==> src/rtl/seg_595_rx.sv <==
// seg_595_rx: 74HC595 refresh-stream receiver and display-image decoder; define SEG_595_RX_FRAME_CHECK_EN to reject malformed frames
module seg_595_rx #(
  parameter int SHIFT_BITS = 14
) (
  input  logic        sys_clk,
  input  logic        sys_rst_n,
  input  logic        ds,
  input  logic        shcp,
  input  logic        stcp,
  input  logic        oe,
  output logic [7:0]  seg_code,
  output logic [5:0]  sel_code,
  output logic [23:0] digits,
  output logic [5:0]  dp_out,
  output logic        frame_vld,
  output logic        frame_err
);
  logic [1:0] ds_s, oe_s;
  logic [2:0] shcp_s, stcp_s;
  logic shcp_rise, stcp_rise, ok;
  logic [SHIFT_BITS-1:0] sr;
  logic [3:0] bit_cnt, code;
  logic [7:0] f_seg;
  logic [5:0] f_sel;
  // pin synchronisers; shcp/stcp chains reset high so reset release cannot fake an edge
  always_ff @(posedge sys_clk or negedge sys_rst_n)
    if (!sys_rst_n) begin
      ds_s <= '0;
      oe_s <= '0;
      shcp_s <= '1;
      stcp_s <= '1;
    end else begin
      ds_s <= {ds_s[0], ds};
      oe_s <= {oe_s[0], oe};
      shcp_s <= {shcp_s[1:0], shcp};
      stcp_s <= {stcp_s[1:0], stcp};
    end
  assign shcp_rise = shcp_s[1] & ~shcp_s[2];
  assign stcp_rise = stcp_s[1] & ~stcp_s[2];
  // shift register and saturating bit count; a coincident latch restarts the count at the new bit
  always_ff @(posedge sys_clk or negedge sys_rst_n)
    if (!sys_rst_n) begin
      sr <= '0;
      bit_cnt <= '0;
    end else begin
      if (shcp_rise) sr <= {sr[SHIFT_BITS-2:0], ds_s[1]};
      if (stcp_rise) bit_cnt <= {3'b000, shcp_rise};
      else if (shcp_rise && bit_cnt != 4'hF) bit_cnt <= bit_cnt + 4'd1;
    end
  // frame view of the pre-shift register and segment-pattern decode
  always_comb begin
    for (int i = 0; i < 8; i++) f_seg[i] = sr[SHIFT_BITS-1-i];
    f_sel = sr[5:0];
    case (f_seg[6:0])
      7'h40: code = 4'h0;
      7'h79: code = 4'h1;
      7'h24: code = 4'h2;
      7'h30: code = 4'h3;
      7'h19: code = 4'h4;
      7'h12: code = 4'h5;
      7'h02: code = 4'h6;
      7'h78: code = 4'h7;
      7'h00: code = 4'h8;
      7'h10: code = 4'h9;
      7'h3F: code = 4'hA;
      7'h7F: code = 4'hB;
      default: code = 4'hF;
    endcase
  end
`ifdef SEG_595_RX_FRAME_CHECK_EN
  assign ok = bit_cnt == 4'(SHIFT_BITS) && $onehot(f_sel);
`else
  assign ok = 1'b1;
`endif
  // latch accepted frames into the raw codes and the per-digit image; disabled outputs show blank
  always_ff @(posedge sys_clk or negedge sys_rst_n)
    if (!sys_rst_n) begin
      seg_code <= 8'hFF;
      sel_code <= '0;
      digits <= 24'hBBBBBB;
      dp_out <= '0;
      frame_vld <= 1'b0;
      frame_err <= 1'b0;
    end else begin
      frame_vld <= stcp_rise & ok;
      frame_err <= stcp_rise & ~ok;
      if (stcp_rise && ok) begin
        seg_code <= f_seg;
        sel_code <= f_sel;
        for (int i = 0; i < 6; i++)
          if (f_sel[i]) begin
            digits[4*i +: 4] <= oe_s[1] ? 4'hB : code;
            dp_out[i] <= ~oe_s[1] & ~f_seg[7];
          end
      end
    end
endmodule

==> config.mk <==
export PLATFORM = sky130hd
export DESIGN_NAME = seg_595_rx
export DESIGN_NICKNAME = d
export VERILOG_FILES = /design/src/rtl/seg_595_rx.sv
export SDC_FILE = /design/constraint.sdc
export NUM_CORES = 1
export LEC_CHECK = 0
export BUFFER_PORTS_ARGS = -buffer_cell sky130_fd_sc_hd__buf_2
export CORE_ASPECT_RATIO = 0.8
export CORE_MARGIN = 1
export CORE_UTILIZATION = 48
export CTS_CLUSTER_SIZE = 40
export DETAILED_ROUTE_END_ITERATION = 10
export GPL_TIMING_DRIVEN = 0
export HOLD_SLACK_MARGIN = 0.05
export PLACE_DENSITY = 0.77
export SKIP_CTS_REPAIR_TIMING = 1
export SLEW_MARGIN = 10
export SYNTH_ARGS = -nofsm -noshare
export SYNTH_HDL_FRONTEND = slang
export SYNTH_SLANG_ARGS = --single-unit
==> constraint.sdc <==
create_clock -name sys_clk -period 2.3 [get_ports sys_clk]
set_input_delay 0.575 -clock sys_clk [delete_from_list [all_inputs] [get_ports sys_clk]]
set_output_delay 0.575 -clock sys_clk [all_outputs]
set_load 0.01 [all_outputs]
==> results.sh <==
export IMPL_die_area_um2=6418
export IMPL_clock_fmax_mhz=487.2
export IMPL_whs_ns=0.2004
export IMPL_initialDrtViolationCount=151
export IMPL_fin_nets=314
export IMPL_slew_headroom_pct=59.77
export IMPL_synth_top_family_by_area="compound AO/OA/AOI/OAI gates"
export IMPL_first_global_vias=2014
export IMPL_vias=2042
export IMPL_synth_edff_count=0
export IMPL_synth_net_count=252
export IMPL_area_growth_pct=20.68
export IMPL_rows=25
export IMPL_place_hpwl_mm=4.117
export IMPL_synth_area_um2=2928
export IMPL_grt_pass1_wl_mm=9.942
export IMPL_crit_type="reg2reg"
export IMPL_cp_start_kind="flop"
export IMPL_ir_worst_vdd_mv=0.6025
export IMPL_rsz0062_at_grt="no"
export IMPL_hold_viol_final=0
export IMPL_synth_area_top_cells="dfrtp_1, dfstp_2, nand2_1, mux2_2, a41oi_2"
export IMPL_drt_antenna_violating_nets=0
export IMPL_power_density_nw_per_um2=1386
export IMPL_grt_overflow_total=0
export IMPL_violations="DRC"
export IMPL_skew_ns=0.01197
export IMPL_numCtsBuffers=9
export IMPL_vias_per_cell=5.183
export IMPL_postSynthAreaPerCell_um2=11.90
export IMPL_dr_pass1_iters=7
export IMPL_grt_max_degree=70
export IMPL_place_congestion=0.8952
export IMPL_cp_required_ns=2.54
export IMPL_crit_fanout=10
export IMPL_antenna_found_initial=0
export IMPL_diodes=0
export IMPL_leakagePower_nw=1.587
export IMPL_drive_above_1_share_pct=44.41
export IMPL_portBuffers=50
export IMPL_critPathBufInv=3
export IMPL_setup_viol=0
export IMPL_tightest_slew_ns=0.6021
export IMPL_slew_viol_final=0
export IMPL_reg2reg_depth=7
export IMPL_groute_usage_overall_pct=21.18
export IMPL_finalWirelength_mm=5.944
export IMPL_ys_top_cells_by_count="nand2_1, dfrtp_1, dfstp_2, a21oi_1, o21ai_0"
export IMPL_min_path_type="in2async"
export IMPL_synth_cell_type_count=39
export IMPL_maxCapViolCount=0
export IMPL_root_buffer="clkbuf_8"
export IMPL_clkTransAtPathRegs_ns=0.07
export IMPL_start_util_pct=49.52
export IMPL_h_tree_depth=3
export IMPL_drc=2
export IMPL_dieWidth_um=89.32
export IMPL_synth_fa_ha_area_share_pct=0
export IMPL_synth_top_cell_area_share_pct=31.62
export IMPL_synthSimpleGateAreaFrac_pct=13.93
export IMPL_yosysTopAreaCell="dfrtp_1"
export IMPL_synth_compound_area_share_pct=15.94
export IMPL_core_area_um2=5912
export IMPL_synthMuxAreaShare_pct=5.000
export IMPL_synth_flop_cell="dfrtp_1"
export IMPL_cp_top_family="buffers and inverters"
export IMPL_clk_latency_ns=0.35
export IMPL_design_power_total_w=0.004897
export IMPL_yosys_register_bits=69
export IMPL_syn_inst=246
export IMPL_critical_path_max_stage_delay_ns=0.53
export IMPL_wl_per_cell_um=15.09
export IMPL_outcome="finished, violations left"
export IMPL_clock_sinks=69
export IMPL_post_route_period_util_pct=89.24
export IMPL_die_y_um=71.86
export IMPL_yosysSeqAreaShare_pct=60.34
export IMPL_cts_tree="built"
export IMPL_slowest_stage="dfstp_2"
export IMPL_clk_path_buf_depth=2
export IMPL_yosysMostFrequentCell="nand2_1"
export IMPL_crit_cells=7
export IMPL_pin_count=52
export IMPL_yosysWarnings=0
export IMPL_cp_arrival_ns=2.30
export IMPL_ys_async_sr_fraction_pct=100.0
export IMPL_cp_end_kind="flop"
export IMPL_finalSetupTns_ns=0
export IMPL_crit_path_cell_trace="nand2b_1 -> clkbuf_1 -> inv_1 -> buf_2 -> nand2_1 -> nor2_1 -> a41oi_1"
export IMPL_synthXorXnorAreaFrac_pct=0.2991
export IMPL_finalCriticalPeriod_ns=2.053
## power by group
part           total [W]  internal (W)  switching, W
registers        0.00204       0.00176      0.000277
logic            0.00176      0.000750       0.00101
clock network    0.00110      0.000637      0.000458
total            0.00490       0.00315       0.00175
## cells by family after synthesis
| logic type | after synthesis |
|---|---|
| AOI/OAI and AO/OA | 60 |
| and+or+nand+nor | 82 |
| buffers and inverters | 20 |
| other | 1 |
| DFF | 69 |
| xor gates and xnor gates | 1 |
| muxes | 13 |
## flip-flops by register name (all words and copies together) (netlist names)
register	cells
digits	24
sr	14
seg_code	8
dp_out	6
sel_code	6
shcp_s	3
stcp_s	3
ds_s	2
oe_s	2
frame_vld	1
## layout by cell type, fill, tap and decap left out, types with 4 or more instances in the layout
cell type / netlist / layout
buf_2: 5 / 54
mux2_2: 13 / 13
dfrtp_1: 37 / 37
dfstp_2: 32 / 32
a21oi_1: 19 / 19
nand2_1: 55 / 55
o21ai_0: 15 / 15
buf_6: 5 / 5
a41oi_1: 4 / 4
a31oi_1: 5 / 5
clkbuf_1: 5 / 5
clkbuf_8: 0 / 10
a41oi_2: 8 / 8
nor2_1: 7 / 7
## worst register-to-register path, cell delays in order, from the launching register on
cell and delay, ns:
dfstp_2 0.53, nand2b_1 0.05, clkbuf_1 0.20, inv_1 0.18, buf_2 0.24, nand2_1 0.17
nor2_1 0.39, a41oi_1 0.19
## per-layer routing
metal  vias to the layer above  track usage [%]  wire [um]
li1                        992                -          -
met1                       989            30.55       2994
met5                         -                0          0
met2                        50            29.94       2570
met4                         0            6.526        112
met3                        11            7.604        268
## metrics by stage
step | instance area, um2 | util (%) | instances | worst slack [ns]
after floorplan | 2928 | - | 246 | 0.6859
after global placement | 3279 | 55.47 | 377 | 0.3284
after detailed placement | 3309 | 55.98 | 378 | 0.2873
after CTS | 3533 | 59.77 | 394 | 0.2559
after global routing | 3533 | 59.77 | 394 | 0.04445
final | 3533 | 59.77 | 394 | 0.2474
## layout make-up
class | instances | area [um2]
Timing Repair Buffer | 51 | 280.3
Clock inverter | 6 | 86.33
Multi-Input combinational cell | 157 | 1033
Inverter | 2 | 7.507
Sequential cell | 69 | 1767
Buffer | 18 | 120.1
Clock buffer | 10 | 137.6
Fill cell | 523 | 2379
Tap cell | 81 | 101.3
## path summary, 6_finish.rpt
path                                start          end  slack (ns)
worst min-delay path            sys_rst_n        sr[9]        0.20
worst max register to register  stcp_s[1]    digits[1]        0.25
worst min register to register    oe_s[0]      oe_s[1]        0.35
max in group asynchronous       sys_rst_n  seg_code[0]        1.75
worst max-delay path            stcp_s[1]    digits[1]        0.25
min in group sys_clk                 shcp    shcp_s[0]        0.32
Power figures use the tool's default switching activity.
